## config.mk

```make
export PLATFORM = sky130hd
export DESIGN_NAME = hs_buffered_sender
export DESIGN_NICKNAME = d
export VERILOG_FILES = /design/src/rtl/hs_buffered_sender.sv
export SDC_FILE = /design/constraint.sdc
export NUM_CORES = 1
export LEC_CHECK = 0
export ABC_AREA = 0
export CORE_ASPECT_RATIO = 0.9
export CORE_MARGIN = 2
export CORE_UTILIZATION = 53
export DETAILED_ROUTE_END_ITERATION = 8
export PLACE_DENSITY = 0.79
export SLEW_MARGIN = 5
export SYNTH_ARGS = -nofsm -noshare
export SYNTH_HDL_FRONTEND = slang
export SYNTH_SLANG_ARGS = --single-unit
```

## constraint.sdc

```tcl
create_clock -name clk -period 2.29 [get_ports clk]
set_clock_uncertainty 0.1 [all_clocks]
set_input_delay 0.229 -clock clk [delete_from_list [all_inputs] [get_ports clk]]
set_output_delay 0.229 -clock clk [all_outputs]
set_load 0.05 [all_outputs]
```

## src/rtl/hs_buffered_sender.sv

```systemverilog
// rtl/hs_buffered_sender.sv - buffered valid/ready sender: FIFO feeding a held output register
//
// Purpose: the local producer pushes {wr_last, wr_data} into a DEPTH-entry FIFO. The output
// stage pops the FIFO head into a register that drives the link. That register is held stable
// until the receiver accepts it. Total capacity is DEPTH + 1 words.
//
// Ports:
//   clk, rst                 rising-edge clock; asynchronous active-low reset
//   wr_en/wr_data/wr_last    push side from the local producer
//   full                     FIFO holds DEPTH entries, so pushes are refused
//   ovf, ovf_clr             sticky overflow flag and its synchronous clear (set wins)
//   data_out/last_out        link word and end-of-packet flag
//   data_out_valid           link valid (registered, independent of ready)
//   data_out_ready           link ready from the receiver
//   level                    words held = FIFO count + data_out_valid
//   pkt_cnt                  packets completed on the link (wraps)
module hs_buffered_sender #(
  parameter int WIDTH = 8,
  parameter int DEPTH = 4,
  parameter int CNT_W = 16
) (
  input  logic                        clk,
  input  logic                        rst,
  input  logic                        wr_en,
  input  logic [WIDTH-1:0]            wr_data,
  input  logic                        wr_last,
  output logic                        full,
  output logic                        ovf,
  input  logic                        ovf_clr,
  output logic [WIDTH-1:0]            data_out,
  output logic                        last_out,
  output logic                        data_out_valid,
  input  logic                        data_out_ready,
  output logic [$clog2(DEPTH+2)-1:0]  level,
  output logic [CNT_W-1:0]            pkt_cnt
);

  localparam int AW = $clog2(DEPTH);
  localparam int CW = $clog2(DEPTH + 1);
  localparam int LW = $clog2(DEPTH + 2);

  typedef enum logic {S_EMPTY, S_HOLD} state_t;

  state_t             state, state_next;
  logic [WIDTH:0]     mem [DEPTH];
  logic [AW-1:0]      wr_ptr, rd_ptr;
  logic [CW-1:0]      count;
  logic               push, pop, xfer;

  // count is registered, so full reflects the count before the current edge.
  // A pop in the same cycle therefore does not make room for a push.
  assign full           = (count == CW'(DEPTH));
  assign push           = wr_en && !full;
  assign data_out_valid = (state == S_HOLD);
  assign xfer           = data_out_valid && data_out_ready;
  assign level          = LW'(count) + LW'(data_out_valid);

  // Output stage: EMPTY loads whenever the FIFO has data; HOLD reloads or empties on a transfer.
  always_comb begin
    state_next = state;
    pop        = 1'b0;
    case (state)
      S_EMPTY: begin
        if (count != '0) begin
          pop        = 1'b1;
          state_next = S_HOLD;
        end
      end
      S_HOLD: begin
        if (data_out_ready) begin
          if (count != '0) begin
            pop = 1'b1;
          end else begin
            state_next = S_EMPTY;
          end
        end
      end
      default: state_next = S_EMPTY;
    endcase
  end

  always_ff @(posedge clk or negedge rst) begin
    if (!rst) begin
      state <= S_EMPTY;
    end else begin
      state <= state_next;
    end
  end

  // Storage array carries no reset; pointers and count define what is valid.
  always_ff @(posedge clk) begin
    if (push) begin
      mem[wr_ptr] <= {wr_last, wr_data};
    end
  end

  always_ff @(posedge clk or negedge rst) begin
    if (!rst) begin
      wr_ptr   <= '0;
      rd_ptr   <= '0;
      count    <= '0;
      data_out <= '0;
      last_out <= 1'b0;
      ovf      <= 1'b0;
      pkt_cnt  <= '0;
    end else begin
      if (push) begin
        wr_ptr <= wr_ptr + 1'b1;
      end
      if (pop) begin
        rd_ptr                 <= rd_ptr + 1'b1;
        {last_out, data_out}   <= mem[rd_ptr];
      end
      if (push && !pop) begin
        count <= count + 1'b1;
      end else if (pop && !push) begin
        count <= count - 1'b1;
      end
      if (wr_en && full) begin
        ovf <= 1'b1;
      end else if (ovf_clr) begin
        ovf <= 1'b0;
      end
      if (xfer && last_out) begin
        pkt_cnt <= pkt_cnt + 1'b1;
      end
    end
  end

endmodule
```

==> flow_metrics.env, run 1 <==
export IMPL_totalWireLength_um=4850
export IMPL_rsz0062_at_grt="no"
export IMPL_dr_pass1_iters=4
export IMPL_arrival_ns=1.89
export IMPL_initial_core_util=0.547
export IMPL_viasPerCell=5.35
export IMPL_stdcell_area_um2=3600
export IMPL_syn_nets=194
export IMPL_cp_top_family="buffers and inverters"
export IMPL_rows=25
export IMPL_yosysSeqAreaShare=0.677
export IMPL_clock_sinks=70
export IMPL_synthTopCellsByArea="edfxtp_1 38%, dfrtp_1 30%, mux4_2 6.3%"
export IMPL_synthToLayoutAreaGrowth_pct=26.2
export IMPL_ios=45
export IMPL_max_freq_ghz=0.451
export IMPL_leakage_nw=1.41
export IMPL_syn_area_um2=2860
export IMPL_htreeDepth=3
export IMPL_port_buffers=44
export IMPL_yosysTopAreaCell="edfxtp_1"
export IMPL_route_detailed_drc=0
export IMPL_final_common_cell="clkdlybuf4s50_1"
export IMPL_overflow=0
export IMPL_syn_inst=171
export IMPL_dpl_instance_area_um2=3400
export IMPL_ys_async_sr_fraction=0.486
export IMPL_slew_violations=0
export IMPL_layout_drive_gt1_share=0.208
export IMPL_gp_congestion=0.688
export IMPL_period_minus_slack_ns=2.21
export IMPL_worst_setup_path_type="reg -> out"
export IMPL_fillCellCount=340
export IMPL_antenna_found_initial=0
export IMPL_core_area_um2=5220
export IMPL_ys_seq_elements=70
export IMPL_ir_worst_vdd_uv=710
export IMPL_powerDensity_nw_per_um2=1390
export IMPL_fin_crit_sh=0.967
export IMPL_die_w_um=81.4
export IMPL_dieHeight_um=73.6
export IMPL_insertedDiodeCount=0
export IMPL_cts_tree="yes"
export IMPL_clk_pin_slew_ns=0.07
export IMPL_path_max_fanout=5
export IMPL_status="completed"
export IMPL_synth_edf_count=36
export IMPL_drt_iter0_drc=35
export IMPL_cts_buffers=9
export IMPL_critPathLaunchType="flip-flop"
export IMPL_maxSlewHeadroom=0.653
export IMPL_cp_slowest_stage_delay_ns=0.84
export IMPL_drtAntennaViolNets=0
export IMPL_grt_start_max_net_pins=35
export IMPL_nets=249
export IMPL_total_power_mw=5.01
export IMPL_max_clock_path_buffers=2
export IMPL_syn_avg_cell_area_um2=16.7
export IMPL_finalHoldViolations=0
export IMPL_via_count=1594
export IMPL_setup_violations_final=0
export IMPL_utilization=0.690
export IMPL_tightest_slew_ns=0.520
export IMPL_crit_path_top_delay_cell="clkdlybuf4s50_1"
export IMPL_cts_root_buf="clkbuf_8"
export IMPL_stdcell_count=298
export IMPL_dp_hpwl_um=3380
export IMPL_maxCapViolCount=0
export IMPL_grt_pass1_wl_um=8100
export IMPL_hold_class="in -> async"
export IMPL_synth_top_cell_area_share=0.379
export IMPL_grt_total_usage=0.189
export IMPL_clk_latency_ns=0.34
export IMPL_layout_common_cells="41 x clkdlybuf4s50_1, 36 x edfxtp_1, 32 x dfrtp_1"
export IMPL_end_kind="output port"
export IMPL_path_buf_inv=1
export IMPL_die_area_um2=5990
export IMPL_synthDistinctLibCells=28
export IMPL_wl_per_cell_um=16.3
export IMPL_required_ns=1.96
export IMPL_yosys_warnings=0
export IMPL_grt_pass1_vias=1663
export IMPL_postCtsSetupBuffers=0
export IMPL_synth_ff_type="edfxtp_1"
export IMPL_cp_cell_sequence="nor3b_4, clkdlybuf4s50_1"
export IMPL_dpl_cell_count=282
-- area by class of cell --
cell class              instances  area, um2  share of cell area
inverters                       7       26.3             0.00729
flip-flops and latches         70       1930               0.537
well taps                      67       83.8              0.0233
repair buffers                 49        475               0.132
clock buffers                   9        124              0.0344
multi-input cells              89        886               0.246
clock inverters                 7       73.8              0.0205
-- cell usage after synthesis (2+ instances only) --
cell type and number:
edfxtp_1 36, dfrtp_1 34, xnor2_1 16, mux2_2 10, ha_1 8, mux4_2 8, nand2_1 8, inv_1 7
and3_1 6, nand3_1 6, xor2_1 6, and2_1 4, and4_1 3, o21ai_0 3, buf_4 2, nand4_1 2
-- worst paths after layout --
check / from / to / slack [ns] / depth (start not counted)
setup / recovery: count[1] / full / 0.08 / 2
hold / removal: rst / pkt_cnt[7] / 0.20 / 2
setup reg to reg: count[0] / count[2] / 0.22 / 9
hold reg to reg: pkt_cnt[15] / pkt_cnt[15] / 0.37 / 1
max in group asynchronous: rst / count[0] / 1.54 / 2
min in group clk: ovf_clr / ovf / 0.35 / 2
-- kinds of logic (layout without fill, tap and decap cells) --
kind of cell / count (synthesis) / count (layout) / synth area share
flip-flops: 70 / 70 / 0.677
AO/OA/AOI/OAI: 4 / 4 / 0.00701
buffers and inverters: 12 / 72 / 0.0215
multiplexers: 20 / 20 / 0.117
XOR/XNOR: 22 / 22 / 0.0675
adder cells (fa/ha/maj): 9 / 9 / 0.0421
AND/OR/NAND/NOR: 34 / 34 / 0.0684
-- metal layers --
metal	wire length [um]	vias to the layer above	global-route usage
met3	213	7	0.0663
li1	-	736	-
met2	2610	37	0.326
met4	42	0	0.0508
met1	1980	814	0.226
met5	0	-	0
-- stage by stage --
step	hold WS (ns)	TNS, ns	setup slack [ns]
final	0.204	0	0.0750
after floorplan	-0.167	-0.0226	-0.0226
after global routing	0.225	0	0.0184
after detailed placement	0.369	0	0.114
after CTS	0.216	0	0.0261
after global placement	0.360	0	0.189
-- flip-flops by register name, summed over array words and instances (netlist names) --
| register | cells |
|---|---|
| data_out | 8 |
| mem | 36 |
| wr_ptr | 2 |
| pkt_cnt | 16 |
| count | 3 |
| ovf | 1 |
| data_out_valid | 1 |
| rd_ptr | 2 |
| last_out | 1 |
-- report_power, final --
group	total (mW)	internal (mW)	leakage [nW]	switching (mW)
clock	0.965	0.503	0.0879	0.462
sequential	1.96	1.68	0.752	0.278
combinational	2.08	0.865	0.568	1.22
total	5.01	3.05	1.41	1.96
-- worst reg2reg max path: cells and delay by family, from the launching register on --
kind | cells | cell delay [ns]
adders and majority gates | 2 | 0.51
DFF | 1 | 0.47
and+or+nand+nor | 2 | 0.37
xor gates and xnor gates | 2 | 0.32
buffers and inverters | 2 | 0.14
AOI/OAI and AO/OA | 1 | 0.09
-- what timing repair did --
action,in CTS,in global routing
setup endpoints to repair,0,1
hold buffers,0,0
gates resized for setup,0,1
No activity file was read; power rests on OpenSTA's default activity.
==> run 2: changes to the inputs <==
Settings changed: PLACE_DENSITY 0.79 to 0.86.
==> flow_metrics.env, run 2 (synthesized netlist as in run 1, its figures left out) <==
export IMPL_status="completed"
export IMPL_overflow=0
export IMPL_required_ns=1.96
export IMPL_port_buffers=44
export IMPL_cts_tree="yes"
export IMPL_critPathLaunchType="flip-flop"
export IMPL_cp_cell_sequence="ha_1, clkdlybuf4s50_1"
export IMPL_tightest_slew_ns=0.509
export IMPL_viasPerCell=5.14
export IMPL_powerDensity_nw_per_um2=1370
export IMPL_largest_reg_flops=36
export IMPL_max_freq_ghz=0.449
export IMPL_grt_pass1_vias=1575
export IMPL_end_kind="output port"
export IMPL_arrival_ns=1.90
export IMPL_dieHeight_um=73.6
export IMPL_maxSlewHeadroom=0.659
export IMPL_ctsResizeCount=0
export IMPL_stdcell_count=301
export IMPL_ios=45
export IMPL_dp_hpwl_um=3150
export IMPL_gp_congestion=0.657
export IMPL_initial_core_util=0.547
export IMPL_max_clock_path_buffers=2
export IMPL_wl_per_cell_um=15.3
export IMPL_dpl_cell_count=285
export IMPL_drtAntennaViolNets=0
export IMPL_grt_total_usage=0.177
export IMPL_die_area_um2=5990
export IMPL_synthToLayoutAreaGrowth_pct=26.6
export IMPL_dr_pass1_iters=4
export IMPL_grt_start_max_net_pins=35
export IMPL_cp_slowest_stage_delay_ns=0.79
export IMPL_final_common_cell="clkdlybuf4s50_1"
export IMPL_drt_iter0_drc=58
export IMPL_nets=252
export IMPL_hold_class="in -> async"
export IMPL_insertedDiodeCount=0
export IMPL_utilization=0.692
export IMPL_cts_buffers=9
export IMPL_finalHoldViolations=0
export IMPL_layout_drive_gt1_share=0.209
export IMPL_grt_pass1_wl_um=7510
export IMPL_rows=25
export IMPL_leakage_nw=1.42
export IMPL_antenna_found_initial=0
export IMPL_totalWireLength_um=4590
export IMPL_top_register="mem"
export IMPL_clk_latency_ns=0.34
export IMPL_fin_crit_sh=0.973
export IMPL_clock_sinks=70
export IMPL_via_count=1548
export IMPL_setup_violations_final=0
export IMPL_route_detailed_drc=0
export IMPL_core_area_um2=5220
export IMPL_path_max_fanout=5
export IMPL_worst_setup_path_type="reg -> out"
export IMPL_ir_worst_vdd_uv=711
export IMPL_reg_top3="mem: 36 flops, pkt_cnt: 16 flops, data_out: 8 flops"
export IMPL_maxCapViolCount=0
export IMPL_slew_violations=0
export IMPL_htreeDepth=3
export IMPL_clk_pin_slew_ns=0.08
export IMPL_postCtsSetupBuffers=0
export IMPL_cts_hold_buf=0
export IMPL_period_minus_slack_ns=2.23
export IMPL_die_w_um=81.4
export IMPL_rsz0062_at_grt="no"
export IMPL_cts_root_buf="clkbuf_8"
export IMPL_crit_path_top_delay_cell="clkdlybuf4s50_1"
export IMPL_layout_common_cells="42 x clkdlybuf4s50_1, 36 x edfxtp_1, 32 x dfrtp_1"
[run 2: changes by cell type in the layout (fill, tap and decap cells not counted)]
| cell | before | now |
|---|---|---|
| buf_4 | 7 | 10 |
| clkbuf_1 | 0 | 1 |
| clkdlybuf4s50_1 | 41 | 42 |
| clkinv_1 | 0 | 1 |
| clkinv_4 | 0 | 1 |
| clkinvlp_4 | 4 | 2 |
| dlymetal6s2s_1 | 1 | 0 |
| inv_6 | 1 | 0 |
[run 2: critical path: cells and delay by family (launching register included)]
family | cells | cell delay [ns]
buffers and inverters | 1 | 0.79
adder cells (fa/ha/maj) | 1 | 0.30
flip-flops | 1 | 0.47
[run 2: layout make-up]
| type | count | area, um2 |
|---|---|---|
| Fill cell | 357 | 1610 |
| Sequential cell | 70 | 1930 |
| Timing Repair Buffer | 52 | 495 |
| Multi-Input combinational cell | 89 | 886 |
| Clock buffer | 10 | 128 |
| Tap cell | 67 | 83.8 |
| Clock inverter | 6 | 62.6 |
| Inverter | 7 | 26.3 |
[run 2: final timing paths]
check                           cells after the start        start     endpoint  slack, ns
worst max-delay path                                2     count[0]     level[0]       0.06
worst min-delay path                                2          rst    wr_ptr[0]       0.21
worst max register to register                      9     count[0]     count[2]       0.23
worst min register to register                      1  pkt_cnt[15]  pkt_cnt[15]       0.37
max in group asynchronous                           2          rst     count[1]       1.54
min in group clk                                    2      ovf_clr          ovf       0.35
[run 2: stage by stage]
stage / cell area, um2 / power, mW / worst slack [ns] / TNS (ns) / hold WS, ns
6_report: 3620 / 4.97 / 0.0624 / 0 / 0.205
5_1_grt: 3620 / 5.24 / 0.0130 / 0 / 0.236
4_1_cts: 3620 / 5.02 / 0.0452 / 0 / 0.213
3_5_place_dp: 3430 / 4.08 / 0.112 / 0 / 0.366
3_3_place_gp: 3430 / 4.02 / 0.155 / 0 / 0.361
2_1_floorplan: 2880 / 3.45 / -0.0226 / -0.0226 / -0.167
[run 2: per-layer routing]
metal	vias up	share of wire	routed length, um	track usage
met5	-	0	0	0
met4	0	0.010	48	0.0565
met3	5	0.057	260	0.0749
met2	42	0.49	2260	0.283
met1	765	0.44	2020	0.220
li1	736	-	-	-
[run 2: power by group]
part / leakage, nW / total, mW / switching (mW) / internal (mW)
Sequential: 0.752 / 1.96 / 0.278 / 1.68
Combinational: 0.575 / 2.08 / 1.19 / 0.882
Clock: 0.0899 / 0.936 / 0.438 / 0.499
==> run 3: changes to the inputs <==
Settings changed: CORE_UTILIZATION 53 to 48, PLACE_DENSITY 0.86 to 0.82, SKIP_CTS_REPAIR_TIMING set to 1.
Clock period 2.29 ns to 1.9 ns, I/O delays scaled along.
==> flow_metrics.env, run 3 (synthesized netlist as in run 1, its figures left out) <==
export IMPL_dp_hpwl_um=3560
export IMPL_powerDensity_nw_per_um2=1670
export IMPL_insertedDiodeCount=0
export IMPL_ios=45
export IMPL_cts_tree="yes"
export IMPL_max_freq_ghz=0.511
export IMPL_ir_worst_vdd_uv=990
export IMPL_worst_slack_ns=-0.0551
export IMPL_grt_pass1_vias=1693
export IMPL_cp_cell_sequence="buf_6, nor3b_4, nor2b_2, ha_4, inv_2, fa_1, mux2_2"
export IMPL_clk_latency_ns=0.34
export IMPL_tightest_slew_ns=0.528
export IMPL_dpl_cell_count=301
export IMPL_rsz0062_at_grt="yes"
export IMPL_rows=26
export IMPL_cts_root_buf="clkbuf_8"
export IMPL_overflow=0
export IMPL_multi_input_comb_area_um2=931
export IMPL_worstRegToRegCells=7
export IMPL_core_area_um2=5730
export IMPL_totalWireLength_um=4980
export IMPL_seq_area_um2=1940
export IMPL_grt_total_usage=0.169
export IMPL_worst_setup_path_type="reg -> reg"
export IMPL_reg_top3="mem: 36 flops, pkt_cnt: 16 flops, data_out: 8 flops"
export IMPL_drtAntennaViolNets=0
export IMPL_max_clock_path_buffers=2
export IMPL_slew_violations=0
export IMPL_end_kind="flip-flop"
export IMPL_crit_path_top_delay_cell="dfrtp_2"
export IMPL_synthToLayoutAreaGrowth_pct=33.7
export IMPL_die_area_um2=6580
export IMPL_path_max_fanout=3
export IMPL_dieHeight_um=77.2
export IMPL_utilization=0.667
export IMPL_cts_buffers=9
export IMPL_maxCapViolCount=0
export IMPL_total_power_mw=6.39
export IMPL_grt_start_max_net_pins=35
export IMPL_cp_top_family="adder cells"
export IMPL_stdcell_count=317
export IMPL_top_register="mem"
export IMPL_port_buffers=44
export IMPL_gp_congestion=0.753
export IMPL_die_w_um=85.3
export IMPL_dr_pass1_iters=6
export IMPL_fillCellCount=414
export IMPL_grt_pass1_wl_um=8310
export IMPL_route_detailed_drc=0
export IMPL_initial_core_util=0.499
export IMPL_antenna_found_initial=0
export IMPL_final_common_cell="edfxtp_1"
export IMPL_viasPerCell=5.18
export IMPL_finalHoldViolations=0
export IMPL_wl_per_cell_um=15.7
export IMPL_period_minus_slack_ns=1.96
export IMPL_arrival_ns=2.08
export IMPL_clock_sinks=70
export IMPL_hold_class="in -> async"
export IMPL_leakage_nw=1.67
export IMPL_largest_reg_flops=36
export IMPL_fin_crit_sh=1.03
export IMPL_drt_iter0_drc=64
export IMPL_maxSlewHeadroom=0.647
export IMPL_cp_slowest_stage_delay_ns=0.44
export IMPL_clk_pin_slew_ns=0.08
export IMPL_setup_violations_final=3
export IMPL_via_count=1641
export IMPL_cp_depth=7
export IMPL_critPathLaunchType="flip-flop"
export IMPL_status="finished, violations left"
export IMPL_nets=265
export IMPL_path_buf_inv=2
export IMPL_htreeDepth=3
export IMPL_layout_common_cells="36 x edfxtp_1, 31 x dfrtp_1, 28 x clkdlybuf4s50_1"
export IMPL_failed_checks="setup timing"
export IMPL_layout_drive_gt1_share=0.296
export IMPL_required_ns=2.02
==> run 3: changes by cell type in the layout (fill, tap and decap cells not counted), sizes merged <==
cell,change
inv,+1
buf,+17
dlymetal6s2s,+10
clkbuf,-1
bufinv,-1
clkinv,+3
clkdlybuf4s50,-14
clkinvlp,-2
==> run 3: power by group <==
part / internal, mW / leakage [nW] / switching (mW)
combinational: 1.43 / 0.828 / 1.58
clock: 0.476 / 0.0933 / 0.541
sequential: 2.02 / 0.752 / 0.337
==> run 3: cell type report <==
class	instances	area share
clock buffer	9	0.0325
clock inverter	7	0.0131
inverter	7	0.00689
multi-input combinational	89	0.244
sequential	70	0.507
tap	70	0.0230
timing repair buffer	65	0.173
==> run 3: metal layers <==
layer / wire length [um] / global-route usage / up-vias
li1: - / - / 769
met1: 2110 / 0.206 / 819
met2: 2540 / 0.273 / 47
met3: 261 / 0.0624 / 6
met4: 61 / 0.0667 / 0
met5: 0 / 0 / -
==> run 3: path summary, 6_finish.rpt <==
check / startpoint / endpoint / slack (ns)
setup / recovery: count[0] / count[1] / -0.06
hold / removal: rst / pkt_cnt[5] / 0.16
setup reg to reg: count[0] / count[1] / -0.06
hold reg to reg: pkt_cnt[15] / pkt_cnt[15] / 0.38
max in group asynchronous: rst / data_out_valid / 1.20
min in group clk: ovf_clr / ovf / 0.31
==> run 3: per-stage QoR <==
stage          setup TNS, ns  setup slack [ns]  cell area (um2)  hold slack, ns
2_1_floorplan         -0.668            -0.413             2890          -0.206
3_3_place_gp          -0.280            -0.157             3580           0.360
3_5_place_dp          -0.337            -0.174             3580           0.368
4_1_cts               -0.270           -0.0805             3750           0.170
5_1_grt               -0.425            -0.170             3820           0.191
6_report             -0.0840           -0.0551             3820           0.162
